`src/rtl/pipelined_csel_adder.sv`:
```
// Pipelined carry-select adder/subtractor: one SEG-bit segment's carry resolved per stage,
// valid/ready handshake with whole-pipe freeze on output backpressure.
module pipelined_csel_adder #(
   parameter int unsigned WIDTH = 16,
   parameter int unsigned SEG   = 4
) (
   input  logic             clk,
   input  logic             rst,
   input  logic             in_valid,
   output logic             in_ready,
   input  logic [WIDTH-1:0] din_a,
   input  logic [WIDTH-1:0] din_b,
   input  logic             cin,
   input  logic             sub,
   output logic             out_valid,
   input  logic             out_ready,
   output logic [WIDTH-1:0] sum,
   output logic             cout,
   output logic             ovf
);

   localparam int unsigned NSEG = WIDTH / SEG;

   if (SEG == 0 || SEG > WIDTH || (WIDTH % SEG) != 0) begin : g_bad_param
      $error("pipelined_csel_adder: WIDTH must be a non-zero multiple of SEG");
   end

   // Stage registers; index k holds the state after segment k has been resolved.
   logic [WIDTH-1:0] a_q [NSEG];
   logic [WIDTH-1:0] b_q [NSEG];
   logic [WIDTH-1:0] s_q [NSEG];
   logic             c_q [NSEG];
   logic             v_q [NSEG];
   logic             ovf_q;

   // Per-stage inputs (from the port for stage 0, from the previous register otherwise).
   logic [WIDTH-1:0] a_src [NSEG];
   logic [WIDTH-1:0] b_src [NSEG];
   logic [WIDTH-1:0] s_src [NSEG];
   logic             c_src [NSEG];
   logic             v_src [NSEG];

   logic [SEG:0]     cand0 [NSEG];
   logic [SEG:0]     cand1 [NSEG];
   logic [WIDTH-1:0] s_nxt [NSEG];
   logic             c_nxt [NSEG];
   logic             ovf_nxt;

   logic stall;
   logic accept;

   assign stall     = v_q[NSEG-1] && !out_ready;
   assign in_ready  = !stall;
   assign accept    = in_valid && in_ready;

   assign out_valid = v_q[NSEG-1];
   assign sum       = s_q[NSEG-1];
   assign cout      = c_q[NSEG-1];
   assign ovf       = ovf_q;

   // Subtraction is folded in at entry: B is inverted and the carry-in becomes !borrow.
   always_comb begin
      a_src[0] = din_a;
      b_src[0] = sub ? ~din_b : din_b;
      s_src[0] = '0;
      c_src[0] = cin ^ sub;
      v_src[0] = accept;
      for (int k = 1; k < NSEG; k++) begin
         a_src[k] = a_q[k-1];
         b_src[k] = b_q[k-1];
         s_src[k] = s_q[k-1];
         c_src[k] = c_q[k-1];
         v_src[k] = v_q[k-1];
      end
   end

   // Both candidate sums per segment, selected by the carry resolved in the stage before.
   always_comb begin
      for (int k = 0; k < NSEG; k++) begin
         cand0[k] = {1'b0, a_src[k][k*SEG +: SEG]} + {1'b0, b_src[k][k*SEG +: SEG]};
         cand1[k] = cand0[k] + {{SEG{1'b0}}, 1'b1};
         s_nxt[k] = s_src[k];
         s_nxt[k][k*SEG +: SEG] = c_src[k] ? cand1[k][SEG-1:0] : cand0[k][SEG-1:0];
         c_nxt[k] = c_src[k] ? cand1[k][SEG] : cand0[k][SEG];
      end
      // Carry into the MSB is recovered as a^b^sum at that bit position.
      ovf_nxt = c_nxt[NSEG-1] ^ (a_src[NSEG-1][WIDTH-1] ^ b_src[NSEG-1][WIDTH-1]
                                 ^ s_nxt[NSEG-1][WIDTH-1]);
   end

   // Whole pipe holds on stall so the presented result and everything behind it stay put.
   always_ff @(posedge clk) begin
      if (rst) begin
         for (int k = 0; k < NSEG; k++) begin
            a_q[k] <= '0;
            b_q[k] <= '0;
            s_q[k] <= '0;
            c_q[k] <= 1'b0;
            v_q[k] <= 1'b0;
         end
         ovf_q <= 1'b0;
      end else if (!stall) begin
         for (int k = 0; k < NSEG; k++) begin
            a_q[k] <= a_src[k];
            b_q[k] <= b_src[k];
            s_q[k] <= s_nxt[k];
            c_q[k] <= c_nxt[k];
            v_q[k] <= v_src[k];
         end
         ovf_q <= ovf_nxt;
      end
   end

endmodule

```
`config.mk`:
```
export PLATFORM = sky130hd
export DESIGN_NAME = pipelined_csel_adder
export DESIGN_NICKNAME = d
export VERILOG_FILES = /design/src/rtl/pipelined_csel_adder.sv
export SDC_FILE = /design/constraint.sdc
export NUM_CORES = 1
export LEC_CHECK = 0
export CAP_MARGIN = 5
export CORE_MARGIN = 2
export CORE_UTILIZATION = 45
export DETAILED_ROUTE_END_ITERATION = 8
export PLACE_DENSITY = 0.67
export SYNTH_ARGS = -nofsm -noshare
export SYNTH_HDL_FRONTEND = slang
export SYNTH_SLANG_ARGS = --single-unit
```
`constraint.sdc`:
```
create_clock -name clk -period 3.4 [get_ports clk]
set_input_delay 0.68 -clock clk [delete_from_list [all_inputs] [get_ports clk]]
set_output_delay 0.68 -clock clk [all_outputs]
set_load 0.02 [all_outputs]
```
[Word level (Yosys, flattened, before mapping)]
Memories as Yosys holds them, arrays and structs flattened.
Cells that the tools add are included.
Cells by class
  multiplexer cells: 34
  reductions and logical operators: 4
  bitwise gates (word level): 25
  $add $sub $neg: 8
Operators with widths (count)
  two-way mux 16 bit: 13
  adder 4 x 4 -> 5 bit: 4
  adder 5 x 1 -> 5 bit (second input constant): 4
  OR 1 bit: 20
  two-way mux 1 bit: 17
  two-way mux 4 bit: 4
  inverter 16 bit: 1
  XOR 1 bit: 4
  logical AND 1 bit: 2
  zero test 1 bit: 2
Word-level totals
  bits in writable memories: 200
  word-level logic and storage cells: 77
  input port bits: 38
  register bits after elaboration: 1
  memories: 5
Memories
  a_q: words 4, bits a word 16, read ports 3, clocked after memory_dff 0, wr ports 4, RTL line 29  | logic [WIDTH-1:0] a_q [NSEG];
  b_q: words 4, bits a word 16, read ports 3, clocked after memory_dff 0, wr ports 4, RTL line 30  | logic [WIDTH-1:0] b_q [NSEG];
  s_q: words 4, bits a word 16, read ports 4, clocked after memory_dff 0, wr ports 4, RTL line 31  | logic [WIDTH-1:0] s_q [NSEG];
  c_q: words 4, bits a word 1, read ports 4, clocked after memory_dff 0, wr ports 4, RTL line 32  | logic c_q [NSEG];
  v_q: words 4, bits a word 1, read ports 4, clocked after memory_dff 0, wr ports 4, RTL line 33  | logic v_q [NSEG];

[Depth between registers and ports, before layout]
Gate-level depths: netlist of run 1.
  depth after elaboration: 6
  mapped depth: 12
  gate-level depth less buffers: 10

[Least setup slack after synthesis of run 1]
No wires, ideal clock.
  path kind: input-to-reg
  start point: input port out_ready
  end point: memory a_q[0][10], enable pin
  buffers on the path: 0
  setup time: 450 ps
  arrival: 2917 ps
  setup slack: 33 ps
  stages: 3
  path through: nand2b_1 -> nor2_1 -> inv_1
RTL lines
  start: declaration: RTL line 16  | input logic out_ready,
  end: declaration: RTL line 29

==> impl_metrics.tcl, run 1 <==
set metrics [dict create \
    yosysUniqueCellTypes 41 \
    setup-tns-final_ns 0 \
    crit_buf_inv 3 \
    cpPeakStageDelay_ns 0.54 \
    timing.final.crit_share_pct 78.8 \
    power.density_nw_per_um2 470 \
    die_w_um 105 \
    antenna_found_initial 0 \
    synth_top_area_share_pct 62.4 \
    max_cap_violations 0 \
    gp_congestion 0.774 \
    antennaDiodeCount 0 \
    drtIter0Drc 83 \
    grt_first_pass_wirelength_um 10900 \
    nNetsFinal 463 \
    final_cells 539 \
    tightest_slew_ns 0.484 \
    syn_inst 342 \
    core-area_um2 9860 \
    min_path_cells 2 \
    cp-start-kind "primary input" \
    min_period_ns 2.68 \
    max_freq_ghz 0.373 \
    placed_cell_area_um2 5370 \
    firstDrtPassIters 4 \
    drive_gt1_share_pct 7.88 \
    crit_required_ns 3.61 \
    cp_num_cells 11 \
    yosysWarnings 0 \
    synthFlopType "edfxtp_1" \
    r2r_cells 8 \
    initial_core_util_pct 46.8 \
    die_h_um 105 \
    grt-ovfl-total 0 \
    drt-total-wl_um 6480 \
    rsz0062_at_grt "no" \
    critical_path_arrival_ns 2.88 \
    ant_nets 0 \
    syn_area_per_cell_um2 13.5 \
    slowest_stage "clkdlybuf4s50_1" \
    end_kind "flip-flop" \
    crit_fanout 3 \
    postCtsSetupRepairBufs 0 \
    cts_tree "done" \
    drc 0 \
    dp.cells 523 \
    area_growth_pct 21.4 \
    slew-limit-headroom_pct 67.7 \
    power_leakage_nw 2.32 \
    hold_class "reg -> reg" \
    synthMostInstantiatedCell "edfxtp_1" \
    clk_latency_ns 0.36 \
    dp_hpwl_um 4320 \
    whs_ns 0.503 \
    path_cells "clkdlybuf4s50_1 > xor2_1 > ha_1 > inv_1 > fa_1 > inv_1 > ha_1 > nand2_1 > nor2_1 > and3_1 > nor3_1" \
    synth_edf_count 96 \
    port_buffers 57 \
    finalClockSkew_ns 0.00851 \
    status "completed" \
    synthTopCellsByCount "96 x edfxtp_1, 67 x and2_1, 32 x nor2_1" \
    vias_per_cell 4.76 \
    postCtsResizedCells 0 \
    holdBufCountCts 0 \
    cts_made_buffers 9 \
    ir_drop_uv 233 \
    cts.sinks 97 \
    fin_area_um2 5610 \
    synth_area_leaders "edfxtp_1 62%, and2_1 9.1%, ha_1 5.4%" \
    rows 36 \
    wl_per_cell_um 12.0 \
    grt_start_max_net_pins 65 \
    vias 2565 \
    seq_area_frac_synth_pct 62.8 \
    grt_usage_pct 12.5 \
    grt_pass1_vias 2471 \
    htreeDepth 3 \
    synth_largest_area_cell "edfxtp_1" \
    path_class "in -> reg" \
    die_area_um2 11100 \
    yosys_register_bits 97 \
    io_pins 58 \
    timing.final.hold_violations 0 \
    clockRootBuffer "clkbuf_8" \
    clockBufferDepth 2 \
    finalMaxSlewViolations 0 \
    syn-cell-area_um2 4620 \
    syn_nets 404 \
    async_flop_share_pct 0 \
    setup_viol 0 \
    path_clk_slew_ns 0.09 \
    crit_family "adder cells" \
    fill_cells 823 \
]
tightest hold or removal path, delay by kind of cell, from the launching register on:
kind           cells  cell delay [ns]
AO/OA/AOI/OAI      2             0.12
flip-flops         1             0.36
sequential cells by signal, summed over array words and instances (netlist names):
register	cells
c_q	4
ovf	1
b_q	24
s_q	40
a_q	24
v_q	4
layer usage:
| metal | global-route usage, % | up-vias | wire [um] |
|---|---|---|---|
| met5 | 0 | - | 0 |
| met4 | 6.29 | 0 | 100 |
| met3 | 3.28 | 11 | 271 |
| met2 | 20.4 | 54 | 3110 |
| met1 | 15.4 | 1175 | 2990 |
| li1 | - | 1325 | - |
report_power, final:
group          total, mW  internal, mW  switching (mW)
Combinational      0.323         0.169           0.153
Clock              0.880         0.488           0.392
Sequential          1.43          1.41          0.0238
worst paths after layout:
path         slack, ns                startpoint                      end
max               0.72                       sub  c_q[0][0]$_SDFFCE_PN0P_
min               0.50          ovf$_SDFFE_PP0N_         ovf$_SDFFE_PP0N_
max reg2reg       0.78  a_q[0][44]$_SDFFCE_PN0P_      c_q[0][3]$_DFFE_PP_
min reg2reg       0.50          ovf$_SDFFE_PP0N_         ovf$_SDFFE_PP0N_
cell families (layout without fill, tap and decap cells):
kind of cell,count (synthesis),in the layout,synth area share [%]
mux,3,3,0.650
buf+inv,20,84,1.84
fa+ha+maj,24,24,7.15
simple gates,132,132,16.0
xor+xnor,34,34,6.61
flops,97,97,62.8
compound gates,32,32,4.88
cell type report:
cell class / instances / area, um^2 / area share (%)
repair buffers: 62 / 633 / 11.3
clock inverters: 7 / 119 / 2.12
well taps: 133 / 166 / 2.97
flip-flops and latches: 97 / 2900 / 51.8
multi-input cells: 225 / 1640 / 29.2
clock buffers: 9 / 124 / 2.21
inverters: 6 / 23.8 / 0.424
layout by cell type, fill, tap and decap left out, types with 4 or more instances in the layout:
cell type        count
a21o_1               7
a21oi_1             13
and2_1              67
clkbuf_8             9
clkdlybuf4s50_1     57
edfxtp_1            96
fa_1                 4
ha_1                20
inv_1                5
nand2_1              4
nand3_1              5
nor2_1              32
nor3_1               5
xnor2_1             23
xor2_1              10
metrics by stage:
step / setup slack (ns) / util (%) / power [mW]
3_5_place_dp: 0.345 / 54.4 / 1.79
5_1_grt: 0.594 / 56.8 / 2.75
3_3_place_gp: 0.426 / 54.4 / 1.78
2_1_floorplan: 0.0332 / - / 1.68
4_1_cts: 0.726 / 56.8 / 2.67
6_report: 0.721 / 56.8 / 2.64
Note: power is estimated with default switching activity, not from simulation.
==> run 2: changes to the inputs <==
Clock period 3.4 ns to 2.7 ns, I/O delays scaled along.
==> impl_metrics.tcl, run 2 (synthesized netlist as in run 1, its figures left out) <==
set metrics [dict create \
    power_mw 3.07 \
    clockRootBuffer "clkbuf_8" \
    end_kind "flip-flop" \
    largestRegisters "s_q: 40 flops, a_q: 24 flops, b_q: 24 flops" \
    max_freq_ghz 0.392 \
    core-area_um2 9860 \
    cts_tree "done" \
    dp.cells 526 \
    finalMaxSlewViolations 0 \
    dp_hpwl_um 4250 \
    grt_pass1_vias 2409 \
    drive_gt1_share_pct 9.29 \
    hold_class "reg -> reg" \
    die_w_um 105 \
    power_leakage_nw 2.31 \
    rsz0062_at_grt "no" \
    setup_viol 0 \
    critical_path_arrival_ns 2.68 \
    grt_first_pass_wirelength_um 11100 \
    power.density_nw_per_um2 549 \
    grt_usage_pct 12.8 \
    cp-start-kind "flip-flop" \
    finalClockSkew_ns 0.00951 \
    path_class "reg -> reg" \
    area_growth_pct 21.0 \
    die_area_um2 11100 \
    layout_common_cells "96 x edfxtp_1, 66 x and2_1, 56 x clkdlybuf4s50_1" \
    min_period_ns 2.55 \
    postCtsSetupRepairBufs 0 \
    postCtsResizedCells 0 \
    final_cells 542 \
    status "completed" \
    timing.final.crit_share_pct 94.5 \
    crit_required_ns 2.83 \
    ant_nets 0 \
    htreeDepth 3 \
    setup-tns-final_ns 0 \
    drtIter0Drc 117 \
    initial_core_util_pct 46.8 \
    cts_made_buffers 9 \
    layout_commonest_cell "edfxtp_1" \
    drt-total-wl_um 6560 \
    postLayoutCoreUtil_pct 56.6 \
    vias 2560 \
    io_pins 58 \
    tightest_slew_ns 0.479 \
    setup_slack_ns 0.148 \
    clockBufferDepth 2 \
    port_buffers 57 \
    antenna_found_initial 0 \
    antennaDiodeCount 0 \
    ir_drop_uv 234 \
    wl_per_cell_um 12.1 \
    largest_register_ffs 40 \
    firstDrtPassIters 4 \
    max_cap_violations 0 \
    cts.sinks 97 \
    path_clk_slew_ns 0.09 \
    gp_congestion 0.773 \
    drc 0 \
    slew-limit-headroom_pct 68.0 \
    vias_per_cell 4.72 \
    rows 36 \
    dp_slack_ns -0.214 \
    largest-register "s_q" \
    grt_start_max_net_pins 97 \
    grt-ovfl-total 0 \
    die_h_um 105 \
    fill_cells 816 \
    crit_fanout 8 \
    clk_latency_ns 0.36 \
    timing.final.hold_violations 0 \
    holdBufCountCts 0 \
    nNetsFinal 466 \
]
==> run 2: area by class of cell <==
type                    count  area, um^2  area share [%]
clock buffers              10         128            2.28
clock inverters             6        45.0           0.806
inverters                   6        26.3           0.470
multi-input cells         225        1660            29.7
flip-flops and latches     97        2900            51.9
well taps                 133         166            2.98
repair buffers             65         658            11.8
==> run 2: path summary, 6_finish.rpt <==
path                            start                  end  slack [ns]  cells past startpoint
max reg2reg  b_q[0][44]$_SDFFCE_PN0P_  c_q[0][3]$_DFFE_PP_        0.15                      8
min                  ovf$_SDFFE_PP0N_     ovf$_SDFFE_PP0N_        0.51                      2
min reg2reg          ovf$_SDFFE_PP0N_     ovf$_SDFFE_PP0N_        0.51                      2
max          b_q[0][44]$_SDFFCE_PN0P_  c_q[0][3]$_DFFE_PP_        0.15                      8
==> run 2: per-stage QoR <==
stage          instance area (um^2)  hold WS, ns
6_report                       5590        0.511
5_1_grt                        5590        0.529
4_1_cts                        5580        0.518
3_5_place_dp                   5410        0.492
3_3_place_gp                   5410        0.469
2_1_floorplan                  4640        0.497
==> run 2: metal layers <==
layer | track usage [%] | share of wire (%) | vias up
li1 | - | - | 1330
met4 | 5.81 | 2.1 | 0
met3 | 3.96 | 4.9 | 10
met1 | 16.3 | 46 | 1157
met5 | 0 | 0 | -
met2 | 20.2 | 47 | 63
==> run 2: power breakdown <==
part	internal, mW	leakage [nW]	total, mW	switching (mW)
Combinational	0.227	1.08	0.425	0.198
Clock	0.336	0.0785	0.836	0.500
Sequential	1.78	1.15	1.81	0.0309
==> run 2: worst max-delay path: stages, from the launching register on <==
cell and delay [ns]:
edfxtp_1 0.41, ha_1 0.24, fa_1 0.48, ha_1 0.21
and2_2 0.24, and2_1 0.18, a221o_2 0.33, a21oi_1 0.17
nor2_1 0.05
==> run 3: changes to the inputs <==
Settings changed: TNS_END_PERCENT from default to 5.
==> impl_metrics.tcl, run 3 (synthesized netlist as in run 1, its figures left out) <==
set metrics [dict create \
    postCtsSetupRepairBufs 0 \
    path_class "reg -> reg" \
    io_pins 58 \
    status "completed" \
    timing.final.hold_violations 0 \
    fill_cells 815 \
    dp.cells 526 \
    end_kind "flip-flop" \
    cts.sinks 97 \
    dp_hpwl_um 4250 \
    power.density_nw_per_um2 550 \
    largest_register_ffs 40 \
    dp_slack_ns -0.214 \
    cts_made_buffers 9 \
    path_clk_slew_ns 0.09 \
    slew-limit-headroom_pct 68.0 \
    vias 2555 \
    grt_usage_pct 12.8 \
    hold_class "reg -> reg" \
    antennaDiodeCount 0 \
    crit_fanout 8 \
    finalMaxSlewViolations 0 \
    htreeDepth 3 \
    core-area_um2 9860 \
    seqPwrFrac_pct 58.9 \
    final_cells 542 \
    drtIter0Drc 115 \
    firstDrtPassIters 4 \
    largest-register "s_q" \
    switchingPower_mw 0.729 \
    antenna_found_initial 0 \
    min_period_ns 2.55 \
    initial_core_util_pct 46.8 \
    drt-total-wl_um 6550 \
    rsz0062_at_grt "yes" \
    max_cap_violations 0 \
    critical_path_arrival_ns 2.68 \
    die_w_um 105 \
    clockBufferDepth 2 \
    r2r_setup_slack_ns 0.15 \
    ant_nets 0 \
    p_int_mw 2.34 \
    grt-ovfl-total 0 \
    postLayoutCoreUtil_pct 56.6 \
    cp-start-kind "flip-flop" \
    setup-tns-final_ns 0 \
    layout_common_cells "96 x edfxtp_1, 66 x and2_1, 57 x clkdlybuf4s50_1" \
    grt_start_max_net_pins 97 \
    tightest_slew_ns 0.479 \
    grt_pass1_vias 2409 \
    timing.final.crit_share_pct 94.6 \
    area_growth_pct 20.9 \
    die_h_um 105 \
    p_clk_share_pct 27.2 \
    drc 0 \
    port_buffers 57 \
    max_freq_ghz 0.392 \
    power_leakage_nw 2.30 \
    gp_congestion 0.773 \
    grt_first_pass_wirelength_um 11100 \
    clockRootBuffer "clkbuf_8" \
    rows 36 \
    layout_commonest_cell "edfxtp_1" \
    wl_per_cell_um 12.1 \
    nNetsFinal 466 \
    pwr-share-comb_pct 13.9 \
    die_area_um2 11100 \
    largestRegisters "s_q: 40 flops, a_q: 24 flops, b_q: 24 flops" \
    cts_tree "done" \
    swShare_pct 23.8 \
    setup_slack_ns 0.147 \
    ir_drop_uv 234 \
    crit_required_ns 2.83 \
    drive_gt1_share_pct 9.29 \
    clk_latency_ns 0.36 \
    setup_viol 0 \
    vias_per_cell 4.71 \
    finalClockSkew_ns 0.00951 \
]
-- run 3: repair_timing --
item	4_1_cts	5_1_grt
hold buffers	0	0
resized for setup	0	2
endpoints found under the setup margin	0	3
-- run 3: metrics by stage --
stage	hold WS [ns]	instance area (um^2)	power (mW)
floorplan	0.497	4640	2.11
detailed placement	0.492	5410	2.27
global placement	0.469	5410	2.26
finish	0.511	5590	3.07
CTS	0.518	5580	3.11
global route	0.529	5590	3.23
-- run 3: final timing paths --
check | end | cells after the start | start
worst max-delay path | c_q[0][3]$_DFFE_PP_ | 8 | b_q[0][44]$_SDFFCE_PN0P_
worst min-delay path | ovf$_SDFFE_PP0N_ | 2 | ovf$_SDFFE_PP0N_
worst max register to register | c_q[0][3]$_DFFE_PP_ | 8 | b_q[0][44]$_SDFFCE_PN0P_
worst min register to register | ovf$_SDFFE_PP0N_ | 2 | ovf$_SDFFE_PP0N_
-- run 3: routing by layer --
metal	vias to the layer above	share of wire, %	track usage, %	routed length [um]
met5	-	0	0	0
met4	0	2.1	5.81	138
met3	10	4.8	3.96	313
met2	59	47	20.2	3070
met1	1156	46	16.3	3030
li1	1330	-	-	-
-- run 3: area by class of cell --
cell class | instances | area (um^2) | area share, %
Clock buffer | 10 | 128 | 2.28
Clock inverter | 6 | 45.0 | 0.806
Tap cell | 133 | 166 | 2.98
Inverter | 6 | 26.3 | 0.470
Timing Repair Buffer | 65 | 656 | 11.7
Sequential cell | 97 | 2900 | 52.0
Multi-Input combinational cell | 225 | 1660 | 29.7
-- run 3: power groups by stage --
| stage | registers, mW | logic [mW] | clock network, mW |
|---|---|---|---|
| 6_report | 1.81 | 0.425 | 0.836 |
| 4_1_cts | 1.81 | 0.431 | 0.874 |
| 3_3_place_gp | 1.84 | 0.418 | 0 |
| 5_1_grt | 1.82 | 0.479 | 0.929 |
| 2_1_floorplan | 1.86 | 0.257 | 0 |
| 3_5_place_dp | 1.84 | 0.428 | 0 |
-- run 3: critical path, cell delays in order, from the launching register on --
cell and delay (ns):
edfxtp_1 0.41, ha_1 0.24, fa_1 0.48, ha_1 0.21
and2_2 0.24, and2_1 0.18, a221o_2 0.33, a21oi_1 0.17
nor2_1 0.05
==> edit 1, RTL diff (config.mk and constraints of run 2) <==
Set the parameter `WIDTH` to 8 (it was 16).
--- a/src/rtl/pipelined_csel_adder.sv
+++ b/src/rtl/pipelined_csel_adder.sv
@@ -3,3 +3,3 @@
 module pipelined_csel_adder #(
-   parameter int unsigned WIDTH = 16,
+   parameter int unsigned WIDTH = 8,
    parameter int unsigned SEG   = 4
Ports: changed (resized din_a, din_b and sum); port bits go from 58 to 34. The function was not compared with the original's and may differ.
==> edit 1 against run 2 <==
  * Via count is 61% lower
  * Die area is 65% lower
  * Worst setup slack better by 0.11 ns
  * Clock power is 81% lower
  * Cell count is 61% lower
  * Sequential cell count is 72 lower
  * Synthesized area is 67% lower
  * Non-clock buffer count is 27 lower
  * Critical path depth is 1 higher
  * Routed wire length is 65% lower
  * Core utilization is 2.3 points higher
  * Total power is 68% lower
  * Final area is 65% lower
  * Highest routed layer unchanged
==> edit 1: results <==
group,metric,value,unit
yosys,postSynthAreaPerCell,11.8,µm²
place,placement.io_buffers,33,
cts,cts_made_buffers,3,
global_routing,use_met2,23.6,%
yosys,synth_cell_type_count,35,
place,place.gp.congestion,0.757,
global_routing,grt_pass1_vias,919,
yosys,synth_nets,162,
yosys,synth_area_leaders,"edfxtp_1 48%, ha_1 8.3%, xnor2_1 6.4%",
detailed_routing,dr_total_vias,1008,
place,pre_cts_ws,-0.239,ns
timing,worstMarginPinSlew,0.566,ns
place,dpl_cell_area,1910,µm²
detailed_routing,met2RoutedLength,1.14,mm
cells_and_area,stdcell_area,1940,µm²
worst_setup_path,arrival,2.51,ns
place,dpl.hpwl,1.82,mm
detailed_routing,wl_met3,124,µm
timing,skew,0.00355,ns
yosys,ys.flop_type,"edfxtp_1",
global_routing,grt_pass1_wl,3.71,mm
cts,clockRootBuffer,"clkbuf_4",
detailed_routing,m1WireLength,1.04,mm
detailed_routing,vias_per_cell,4.75,
cells_and_area,drive_above_1_share,9.04,%
detailed_routing,wl_per_cell,11.0,µm
cells_and_area,nFillCells,279,
yosys,synth_enable_flop_cells,24,
cts,clk_pin_slew,0.13,ns
detailed_routing,drt-initial-drc-count,20,
global_routing,grtUsageMet1,15.7,%
place,dp.cells,208,
global_routing,grt_start_max_net_pins,26,
global_routing,grt.total_usage,13.2,%
worst_setup_path,worstPathMaxFanout,2,
cells_and_area,nets,201,
yosys,ys_top_cells_by_count,"24 x edfxtp_1, 12 x nor2_1, 11 x xnor2_1",
outcome,status,"finished clean",
global_routing,grtUsageMet3,1.86,%
power,ir_drop,174,µV
cts,clk_latency,0.30,ns
cts,htreeDepth,1,
power,p_leak,0.000800,µW
==> edit 1: cell count changes in the layout (fill, tap and decap cells not counted), sizes merged, moves of 7 or more <==
cell,before,now
edfxtp,96,24
and2,67,10
clkdlybuf4s50,56,32
nor2,32,12
xnor2,23,11
ha,20,10
a21oi,13,6
==> edit 1: power breakdown <==
part	leakage (µW)	switching, µW	internal [µW]
logic	0.000498	150	165
clock network	0.0000150	99.9	57.5
registers	0.000287	16.0	482
total	0.000800	266	705
==> edit 1: kinds of logic after synthesis <==
family / Yosys count / synth area share [%]
AND/OR/NAND/NOR: 43 / 16.6
flip-flops: 25 / 49.1
XOR/XNOR: 19 / 11.0
AO/OA/AOI/OAI: 18 / 8.46
adder cells (fa/ha/maj): 12 / 10.9
buffers and inverters: 10 / 3.23
multiplexers: 1 / 0.663
==> edit 1: worst max-delay path: stages <==
cell and delay [ns]:
clkdlybuf4s50_1 0.47, xor2_1 0.15, ha_1 0.18, inv_1 0.05, fa_1 0.40, xor2_1 0.17, nor4b_1 0.34, xnor2_1 0.16
nor2_1 0.05
==> edit 1: cell type report <==
type	count	area share, %
flip-flops and latches	25	38.2
multi-input cells	93	37.1
repair buffers	38	19.1
well taps	46	2.97
clock buffers	4	1.36
inverters	6	1.16
==> edit 1: worst paths after layout <==
path                                              start                       to  depth (start not counted)  slack [ns]
worst max-delay path                           din_b[0]  s_q[0][3]$_SDFFCE_PN0P_                          9        0.26
worst max register to register  a_q[0][4]$_SDFFCE_PN0P_         ovf$_SDFFE_PP0N_                          8        0.28
worst min-delay path                   ovf$_SDFFE_PP0N_         ovf$_SDFFE_PP0N_                          2        0.48
worst min register to register         ovf$_SDFFE_PP0N_         ovf$_SDFFE_PP0N_                          2        0.48
==> edit 2, RTL diff (flow settings as in run 2) <==
Without the edit above. Register the output `ovf` once more; this adds one clock of latency there. The other outputs are not delayed to match.
--- a/src/rtl/pipelined_csel_adder.sv
+++ b/src/rtl/pipelined_csel_adder.sv
@@ -58,3 +58,5 @@
    assign cout      = c_q[NSEG-1];
-   assign ovf       = ovf_q;
+   always_ff @(posedge clk) begin
+      ovf <= ovf_q;
+   end
 
Behaviour: not the same (a bounded check fails within 10 cycles, from zero or initial values and one cycle with rst high).
==> edit 2 against run 2 <==
  * Non-clock buffer count is 3 higher
  * Synthesized area up 0.43%
  * Total power increased by 6.2%
  * Worst hold slack got worse by 0.13 ns
  * Routed wire length rose by 0.85%
  * Via count is 1.3% higher
  * Die area rose by 0.41%
  * Worst setup slack improved by 0.023 ns
  * Final area grew 1.9%
  * Sequential cell count increased by 1
  * Largest power group unchanged
==> edit 2: results <==
group,metric,value,unit
cells_and_area,seq_share,51.3,%
detailed_routing,vias_per_cell,4.72,
place,dpl_cell_area,5480,µm²
place,dp.cells,533,
cells_and_area,nets,470,
timing,worstMarginPinSlew,0.395,ns
yosys,ys_seq_elements,98,
worst_setup_path,arrival,2.64,ns
detailed_routing,drt-initial-drc-count,77,
yosys,yosys.area_share.xor_xnor,6.58,%
yosys,synth_compound_area_share,4.85,%
outcome,status,"finished clean",
cells_and_area,nFillCells,881,
floorplanning,fp.dieW,106,µm
cells_and_area,fin_util,55.9,%
global_routing,use_met2,21.3,%
yosys,muxShareOfSynthArea,0.647,%
cells_and_area,multi_input_area_share,29.1,%
cells_and_area,largest_registers,"s_q (40), a_q (24), b_q (24)",
detailed_routing,wl_per_cell,12.0,µm
global_routing,grt_pass1_wl,11.0,mm
detailed_routing,m1WireLength,2.95,mm
place,dpl.hpwl,4.52,mm
global_routing,grt_start_max_net_pins,65,
yosys,postSynthAreaPerCell,13.5,µm²
place,place.gp.congestion,0.806,
detailed_routing,wl_met3,256,µm
yosys,ys_seq_area_share,63.0,%
cells_and_area,fin_cells,549,
global_routing,grtUsageMet1,15.4,%
worst_setup_path,max_stage_delay,0.50,ns
place,pre_cts_ws,-0.244,ns
power,switchingPower,689,µW
cells_and_area,clock_tree_area_fraction,3.76,%
cts,cts_buffer_depth,2,
global_routing,grt_pass1_vias,2465,
cells_and_area,clkbuf_count,13,
global_routing,grt.total_usage,12.7,%
power,p_leak,0.00236,µW
power,ir_drop,302,µV
cells_and_area,signal_buffers,68,
yosys,synth_area_leaders,"edfxtp_1 62%, and2_1 9.0%, ha_1 5.4%",
yosys,synth_nets,405,
global_routing,grtUsageMet3,3.09,%
detailed_routing,met2RoutedLength,3.27,mm
[edit 2: cell count changes after synthesis, sizes merged]
| cell | delta |
|---|---|
| dfxtp | +1 |
[edit 2: path summary, 6_finish.rpt]
check,start,to,slack [ns],cells after the start
setup reg to reg,a_q[0][44]$_SDFFCE_PN0P_,c_q[0][3]$_DFFE_PP_,0.17,8
hold reg to reg,ovf_q$_SDFFE_PP0N_,ovf$_DFF_P_,0.38,0
hold / removal,ovf_q$_SDFFE_PP0N_,ovf$_DFF_P_,0.38,0
setup / recovery,a_q[0][44]$_SDFFCE_PN0P_,c_q[0][3]$_DFFE_PP_,0.17,8
[edit 2: power groups by stage]
stage / combinational, µW / clock [µW] / sequential, µW
6_report: 429 / 1010 / 1820
5_1_grt: 482 / 1100 / 1840
4_1_cts: 436 / 1040 / 1830
3_5_place_dp: 433 / 0 / 1860
3_3_place_gp: 422 / 0 / 1860
2_1_floorplan: 257 / 0 / 1870
